`src/rtl/mem_pkg.sv`:
```
// Shared types and constants for the memory-access pipeline stage.
package mem_pkg;

  localparam int unsigned DATA_W      = 32;
  localparam int unsigned REG_W       = 5;
  localparam int unsigned TIMEOUT_DEF = 16;

  typedef enum logic {
    IDLE = 1'b0,
    WAIT = 1'b1
  } state_t;

  // Word-only access: the two low address bits must be zero.
  function automatic logic is_aligned(input logic [1:0] addr_lo);
    return (addr_lo == 2'b00);
  endfunction

endpackage

```
`src/rtl/mem_stage_if.sv`:
```
// Data-memory req/ack bus between the memory stage (master) and data memory (slave).
interface mem_stage_if import mem_pkg::*; ();

  logic              MemReq;
  logic              MemWe;
  logic [DATA_W-1:0] MemAddr;
  logic [DATA_W-1:0] MemWData;
  logic [DATA_W-1:0] MemRData;
  logic              MemAck;

  modport master (
    output MemReq, MemWe, MemAddr, MemWData,
    input  MemRData, MemAck
  );

  modport slave (
    input  MemReq, MemWe, MemAddr, MemWData,
    output MemRData, MemAck
  );

endinterface

```
`src/rtl/mem_wdog.sv`:
```
// Watchdog counting wait cycles; expired flags the last permitted cycle.
module mem_wdog import mem_pkg::*; #(
  parameter int unsigned TIMEOUT = TIMEOUT_DEF
) (
  input  logic Clk,
  input  logic Reset,
  input  logic clear,
  input  logic enable,
  output logic expired
);

  localparam int unsigned CW = (TIMEOUT > 1) ? $clog2(TIMEOUT) : 1;

  logic [CW-1:0] count;

  // Cycle counter, zeroed while clear is held, advancing while enabled.
  always_ff @(posedge Clk or negedge Reset) begin
    if (!Reset)      count <= '0;
    else if (clear)  count <= '0;
    else if (enable) count <= count + 1'b1;
  end

  assign expired = enable && (count == CW'(TIMEOUT - 1));

endmodule

```
`src/rtl/mem_stage.sv`:
```
// Memory-access pipeline stage: ALU pass-through, or load/store over a req/ack bus
// with upstream stall, misalignment rejection and timeout abort.
module mem_stage import mem_pkg::*; #(
  parameter int unsigned TIMEOUT = TIMEOUT_DEF
) (
  input  logic              Clk,
  input  logic              Reset,
  input  logic [DATA_W-1:0] AddrIn,
  input  logic [DATA_W-1:0] StoreValIn,
  input  logic [REG_W-1:0]  DstIn,
  input  logic              WriteBackIn,
  input  logic              isMemRead,
  input  logic              isMemWrite,
  output logic              Stall,
  mem_stage_if.master       mem,
  output logic [DATA_W-1:0] Result,
  output logic [REG_W-1:0]  DstOut,
  output logic              WriteBack,
  output logic              MisalignErr,
  output logic              BusErr
);

  state_t            state;
  logic [REG_W-1:0]  cap_dst;
  logic              cap_wb;
  logic              cap_load;
  logic              is_mem;
  logic              expired;

  assign is_mem = isMemRead | isMemWrite;
  assign Stall  = (state == WAIT);

  mem_wdog #(.TIMEOUT(TIMEOUT)) u_wdog (
    .Clk     (Clk),
    .Reset   (Reset),
    .clear   (state == IDLE),
    .enable  (state == WAIT),
    .expired (expired)
  );

  // Stage FSM with registered bus and write-back outputs.
  always_ff @(posedge Clk or negedge Reset) begin
    if (!Reset) begin
      state        <= IDLE;
      mem.MemReq   <= 1'b0;
      mem.MemWe    <= 1'b0;
      mem.MemAddr  <= '0;
      mem.MemWData <= '0;
      Result       <= '0;
      DstOut       <= '0;
      WriteBack    <= 1'b0;
      MisalignErr  <= 1'b0;
      BusErr       <= 1'b0;
      cap_dst      <= '0;
      cap_wb       <= 1'b0;
      cap_load     <= 1'b0;
    end else begin
      MisalignErr <= 1'b0;
      BusErr      <= 1'b0;
      case (state)
        IDLE: begin
          if (!is_mem) begin
            Result    <= AddrIn;
            DstOut    <= DstIn;
            WriteBack <= WriteBackIn;
          end else if (!is_aligned(AddrIn[1:0])) begin
            WriteBack   <= 1'b0;
            MisalignErr <= 1'b1;
          end else begin
            mem.MemReq   <= 1'b1;
            mem.MemWe    <= isMemWrite;
            mem.MemAddr  <= AddrIn;
            mem.MemWData <= StoreValIn;
            cap_dst      <= DstIn;
            cap_wb       <= WriteBackIn;
            // read+write together behaves as a store
            cap_load     <= ~isMemWrite;
            WriteBack    <= 1'b0;
            state        <= WAIT;
          end
        end
        WAIT: begin
          if (mem.MemAck) begin
            mem.MemReq <= 1'b0;
            if (cap_load) begin
              Result    <= mem.MemRData;
              DstOut    <= cap_dst;
              WriteBack <= cap_wb;
            end else begin
              WriteBack <= 1'b0;
            end
            state <= IDLE;
          end else if (expired) begin
            mem.MemReq <= 1'b0;
            WriteBack  <= 1'b0;
            BusErr     <= 1'b1;
            state      <= IDLE;
          end
        end
        default: state <= IDLE;
      endcase
    end
  end

endmodule

```
`src/flat_wrapper.sv`:
```
// flat-port wrapper written by rule: the top's interface ports become plain ports
module mem_stage_flat import mem_pkg::*;
#(
  parameter int unsigned TIMEOUT = TIMEOUT_DEF
)
  (Clk, Reset, AddrIn, StoreValIn, DstIn, WriteBackIn, isMemRead, isMemWrite, Stall, Result, DstOut, WriteBack, MisalignErr, BusErr, mem_MemReq, mem_MemWe, mem_MemAddr, mem_MemWData, mem_MemRData, mem_MemAck);
  mem_stage_if mem_i ();
  input  logic Clk;
  input  logic Reset;
  input  logic [DATA_W-1:0] AddrIn;
  input  logic [DATA_W-1:0] StoreValIn;
  input  logic [REG_W-1:0] DstIn;
  input  logic WriteBackIn;
  input  logic isMemRead;
  input  logic isMemWrite;
  output logic Stall;
  output logic [DATA_W-1:0] Result;
  output logic [REG_W-1:0] DstOut;
  output logic WriteBack;
  output logic MisalignErr;
  output logic BusErr;
  output wire logic [$bits(mem_i.MemReq)-1:0] mem_MemReq;
  output wire logic [$bits(mem_i.MemWe)-1:0] mem_MemWe;
  output wire logic [$bits(mem_i.MemAddr)-1:0] mem_MemAddr;
  output wire logic [$bits(mem_i.MemWData)-1:0] mem_MemWData;
  input wire logic [$bits(mem_i.MemRData)-1:0] mem_MemRData;
  input wire logic [$bits(mem_i.MemAck)-1:0] mem_MemAck;
  assign mem_MemReq = mem_i.MemReq;
  assign mem_MemWe = mem_i.MemWe;
  assign mem_MemAddr = mem_i.MemAddr;
  assign mem_MemWData = mem_i.MemWData;
  assign mem_i.MemRData = mem_MemRData;
  assign mem_i.MemAck = mem_MemAck;
  mem_stage #(.TIMEOUT(TIMEOUT)) u_core (.Clk(Clk), .Reset(Reset), .AddrIn(AddrIn), .StoreValIn(StoreValIn), .DstIn(DstIn), .WriteBackIn(WriteBackIn), .isMemRead(isMemRead), .isMemWrite(isMemWrite), .Stall(Stall), .mem(mem_i), .Result(Result), .DstOut(DstOut), .WriteBack(WriteBack), .MisalignErr(MisalignErr), .BusErr(BusErr));
endmodule
```
`config.mk`:
```
export PLATFORM = sky130hd
export DESIGN_NAME = mem_stage_flat
export DESIGN_NICKNAME = d
export VERILOG_FILES = /design/src/rtl/mem_pkg.sv /design/src/rtl/mem_stage_if.sv /design/src/rtl/mem_wdog.sv /design/src/rtl/mem_stage.sv /design/src/flat_wrapper.sv
export SDC_FILE = /design/constraint.sdc
export NUM_CORES = 1
export LEC_CHECK = 0
export BUFFER_PORTS_ARGS = -buffer_cell sky130_fd_sc_hd__buf_2
export CORE_ASPECT_RATIO = 0.75
export CORE_MARGIN = 3
export CORE_UTILIZATION = 43
export CTS_CLUSTER_DIAMETER = 120
export CTS_CLUSTER_SIZE = 24
export DETAILED_ROUTE_END_ITERATION = 7
export GPL_ROUTABILITY_DRIVEN = 0
export GPL_TIMING_DRIVEN = 0
export PLACE_DENSITY_LB_ADDON = 0.2
export SYNTH_ARGS = -nofsm -noshare
export SYNTH_HDL_FRONTEND = slang
export SYNTH_HIERARCHICAL = 1
export SYNTH_SLANG_ARGS = --single-unit
export TNS_END_PERCENT = 5
```
`constraint.sdc`:
```
create_clock -name Clk -period 1.68 [get_ports Clk]
set_input_delay 0.168 -clock Clk [delete_from_list [all_inputs] [get_ports Clk]]
set_output_delay 0.168 -clock Clk [all_outputs]
set_load 0.01 [all_outputs]
```
# After elaboration in Yosys (flattened, before gate mapping)
# Cells that the tools add are included.
[word_totals] register_bits=118 input_bits=107 out_inout_bits=107 elab_cells=59
[classes] add_sub_neg=1 n_eq_ne=7 n_mux=29 bitwise_logic=3 n_reduce_logical=5
[op_table] operator="32-bit two-way mux" count=3
[op_table] operator="32-bit case mux with 2 select lines" count=1
[op_table] operator="1-bit two-way mux" count=17
[op_table] operator="5-bit two-way mux" count=3
[op_table] operator="5-bit case mux with 2 select lines" count=1
[op_table] operator="3-bit AND reduction" count=3
[op_table] operator="2-bit inequality test, second input constant" count=3
[op_table] operator="1-bit case mux with 2 select lines" count=3
[op_table] operator="4-bit by 1-bit adder with 4-bit output, second input constant" count=1
[op_table] operator="4-bit equality test, second input constant" count=1
[op_table] operator="4-bit two-way mux" count=1
[op_table] operator="2-bit by 1-bit inequality test with 1-bit output, second input constant" count=2
[op_table] operator="3-bit inequality test, second input constant" count=1
[op_table] operator="2-bit logical NOT" count=1
[op_table] operator="1-bit inverter" count=2
[op_table] operator="1-bit logical AND" count=1
[op_table] operator="1-bit bitwise OR" count=1

# Depth between registers and ports, before layout
[logic_depth] ltp_word=5 ltp_mapped=6

# Cells and area by module
# The synthesis kept the hierarchy.
[modules_own_cells] mod="mem_stage" instances=1 cells_per_inst=295 area_each_um2=4863.4 seq_area_each_um2=2852.7
[modules_own_cells] mod="mem_wdog" instances=1 cells_per_inst=18 area_each_um2=227.7 seq_area_each_um2=100.1

# Worst setup path before layout
# OpenSTA, ideal clock, no wires.
[synth_path] path_type="reg2reg" start="register u_core.state (netlist: u_core/Stall)" end="register u_core.mem.MemAddr[15]" setup_time_ps=125 t_arrival_ps=1498 required_time_ps=1555 path_slack_ps=57 path_stages_with_launch=7 n_path_buf=3 period_less_slack_ps=1623 path_cell_list="dfrtp_1 > buf_4 > inv_1 > and3_4 > buf_6 > buf_12 > mux2_4"
[synth_between] elab_chain_cells=2
[synth_lines] element="start, declared" line="mem_stage.sv:23" text="state_t state;"
[synth_lines] element="start signal, assigned" line="mem_stage.sv:44" text="state <= IDLE;"
[synth_lines] element="start signal, assigned" line="mem_stage.sv:79" text="state <= WAIT;"
[synth_lines] element="start signal, assigned" line="mem_stage.sv:92" text="state <= IDLE;"
[synth_lines] element="1-bit inverter (no source line)"
[synth_lines] element="3-bit AND reduction (no source line)"
[synth_lines] element="end signal, assigned" line="mem_stage.sv:72" text="mem.MemAddr <= AddrIn;"
[synth_lines] element="end, declared" line="mem_stage_if.sv:12" text="output MemReq, MemWe, MemAddr, MemWData,"
# No other way between the ends.
# A chain may end at the register's enable or synchronous reset.

# Worst setup path in the final report
[layout_path] start="register u_core.state (netlist: u_core/Stall)" end="register u_core.mem.MemWData[11]"
[layout_between] elab_chain_cells=2
[layout_lines] element="1-bit inverter (no source line)"
[layout_lines] element="3-bit AND reduction (no source line)"
[layout_lines] element="end signal, assigned" line="mem_stage.sv:73" text="mem.MemWData <= StoreValIn;"
[layout_lines] element="end, declared" line="mem_stage_if.sv:12"
# No other way between the ends.

==> run metrics <==
crit end category flip-flop; synth-to-layout area growth 44.6%; Worst Clk Skew 0.00564 ns; HP Class in -> reg; post-layout util 65.6%; WL/cell 17.1 µm; Skew-Pair Late Insertion Delay 0.39 ns; top achievable clock speed 0.609 GHz; VDD IR max 0.934 mV; Via density 4.78; #FFs+latches synth 118; dpl cell area 6390 µm²; Slew @ Worst Pin 0.536 ns; initial antenna violation count 0; WP data arrival 1.91 ns; CTS tree done; Die Height 100 µm; largest family of logic cells by synthesized area multiplexers; layout net count 679; xor and xnor area share after synthesis less than 1%; # diodes 0; vias post-DR 3541; H-tree depth 4; Max-cap violations 0; IO Port Bufs around 210; Final Hold Fails 0; CTS Root Cell clkbuf_16; Syn Area/Cell 16.3 µm²; largest net degree at the start of global routing 63; Synth Area in Compound Gates under 10%; post-synthesis sequential area ratio 58.0%; Initial DRT Pass Iterations 4; Die W 132 µm; Cell Area, Synth 5090 µm²; sequential cell area 2950 µm²; Die Area 13200 µm²; Adder-Cell Fraction of Synth Area less than 1%; commonest non-fill, non-tap cell in the layout buf_2; Synth cell types 31; Slew Limit Fails 0; Synth Net Count about 420; layout cells sized above 1 70.5%; post-route antenna net violation count 0; # fillers 859; CTS Buffer Depth 2; Slew headroom between 60% and 70%; Pwr Density 1440 nW/µm²; I/O pin cnt 214; 1st-iter DRT viols 86; final worst path period need roughly 1.6 ns; RSZ-0062 raised after global routing true; mux contribution to synthesized area roughly a third; Synth Area in Simple Gates 2.75%; vias in the first global route 3858; DRC 0; post-CTS setup buffer count 0; placed insts 684; Synth Instances 313; Power Total 10.6 mW; Worst Setup Path Type reg -> reg; global-route wire length before repair approximately 21000 µm; Max FO, Critical Path 10; Starting Density 45.3%; CP startpoint kind flip-flop; design area roughly 7400 µm²; Total GRT Usage 19.9%; DP HPWL a little over 9000 µm; worst path required time ~2.0 ns; Reg clk slew, reported paths 0.05 ns; WL final 12700 µm; CTS sink cnt 118; commonest non-fill, non-tap cells in the layout buf_2, dfrtp_1, mux2_2; grt ovf 0; CTS Buf Count 17; core area 11200 µm²; P_leak 3.57 nW; YS warnings 6; Multi-input gate area 1980 µm²; status completed; final setup fails 0; row count 33; fin cells 741; Min Hold Slack about 0.014 ns; final period utilization 97.7%
[final cells by class]
class,instances,share of cell area (%)
Clock inverter,12,3.01
Clock buffer,20,6.34
Timing Repair Buffer,239,18.3
Tap cell,157,2.67
Inverter,3,0.204
Buffer,17,2.51
Sequential cell,118,40.1
Multi-Input combinational cell,175,26.8
[synthesized netlist by cell type]
cell	instances	area share [%]
mux2_2	111	25
o21ai_4	1	0.32
nand3_1	2	0.20
a31oi_1	1	0.12
mux2i_1	2	0.39
nor3_1	1	0.098
or3b_2	1	0.17
inv_1	3	0.22
a21bo_1	1	0.20
or2_4	1	0.17
buf_2	8	0.79
nand4_4	1	0.42
a21oi_1	2	0.20
mux2_1	2	0.44
nor2_1	5	0.37
o221ai_1	1	0.17
mux2_4	31	9.1
buf_4	3	0.44
and4_1	1	0.17
buf_12	3	1.2
buf_6	3	0.66
ha_1	1	0.25
and2_1	2	0.25
nand2_1	2	0.15
nand4_1	1	0.12
dfrtp_1	118	58
and3_4	1	0.22
nor3b_1	1	0.15
nand3b_1	1	0.15
nor2b_1	1	0.12
xnor2_1	1	0.17
[state kept, by name (all words and copies together) (netlist names)]
| name | flops |
|---|---|
| u_core/BusErr | 1 |
| u_core/DstOut | 5 |
| u_core/MisalignErr | 1 |
| u_core/Result | 32 |
| u_core/Stall | 1 |
| u_core/WriteBack | 1 |
| u_core/cap_dst | 5 |
| u_core/cap_load | 1 |
| u_core/cap_wb | 1 |
| u_core/mem.MemAddr | 32 |
| u_core/mem.MemReq | 1 |
| u_core/mem.MemWData | 32 |
| u_core/mem.MemWe | 1 |
| u_core/u_wdog/count | 4 |
[critical path: stages (launching register included)]
cell	delay, ns
dfrtp_1	0.39
buf_6	0.16
clkinvlp_4	0.16
and3_4	0.20
buf_8	0.14
buf_12	0.15
mux2_4	0.31
[per-layer routing]
| metal | part of all wire (%) | GRT usage (%) | vias up |
|---|---|---|---|
| met5 | 0 | 0 | - |
| met4 | 0.67 | 5.00 | 0 |
| met3 | 8.2 | 7.82 | 9 |
| met2 | 47 | 32.2 | 152 |
| met1 | 44 | 25.5 | 1732 |
| li1 | - | - | 1648 |
[cells by family after synthesis]
group,Yosys count
AOI/OAI and AO/OA,6
xor gates and xnor gates,1
adders and majority gates,1
buffers and inverters,20
DFF,118
muxes,146
and+or+nand+nor,21
[per-stage QoR]
step	setup slack (ns)	setup TNS, ns
2_1_floorplan	0.0568	0
3_3_place_gp	-0.984	-115.75
3_5_place_dp	-0.0726	-1.80
4_1_cts	-0.0554	-1.02
5_1_grt	-0.0481	-1.62
6_report	0.0380	0
[timing repair]
action,in CTS,in global routing
resized for setup,5,9
setup endpoints to repair,59,86
endpoints found under the hold margin,80,0
hold buffers,25,0
pin swaps,1,0
[power by group]
group          internal (mW)  switching, mW  total (mW)
clock network           2.90           1.28        4.18
logic                   1.39           1.13        2.52
registers               3.55          0.350        3.90
[path summary, 6_finish.rpt]
kind,end,startpoint,slack [ns],depth (start not counted)
worst max-delay path,u_core/mem.MemWData[11]$_DFFE_PN0P_,u_core/Stall$_DFF_PN0_,0.04,6
worst min-delay path,u_core/mem.MemWData[27]$_DFFE_PN0P_,StoreValIn[27],0.01,2
worst max register to register,u_core/mem.MemWData[11]$_DFFE_PN0P_,u_core/Stall$_DFF_PN0_,0.04,6
worst min register to register,u_core/Result[30]$_DFFE_PN0P_,u_core/Result[30]$_DFFE_PN0P_,0.49,1
max in group asynchronous,u_core/mem.MemAddr[6]$_DFFE_PN0P_,Reset,0.69,3
min in group asynchronous,u_core/mem.MemWData[5]$_DFFE_PN0P_,Reset,0.30,2
Power figures use the tool's default switching activity.
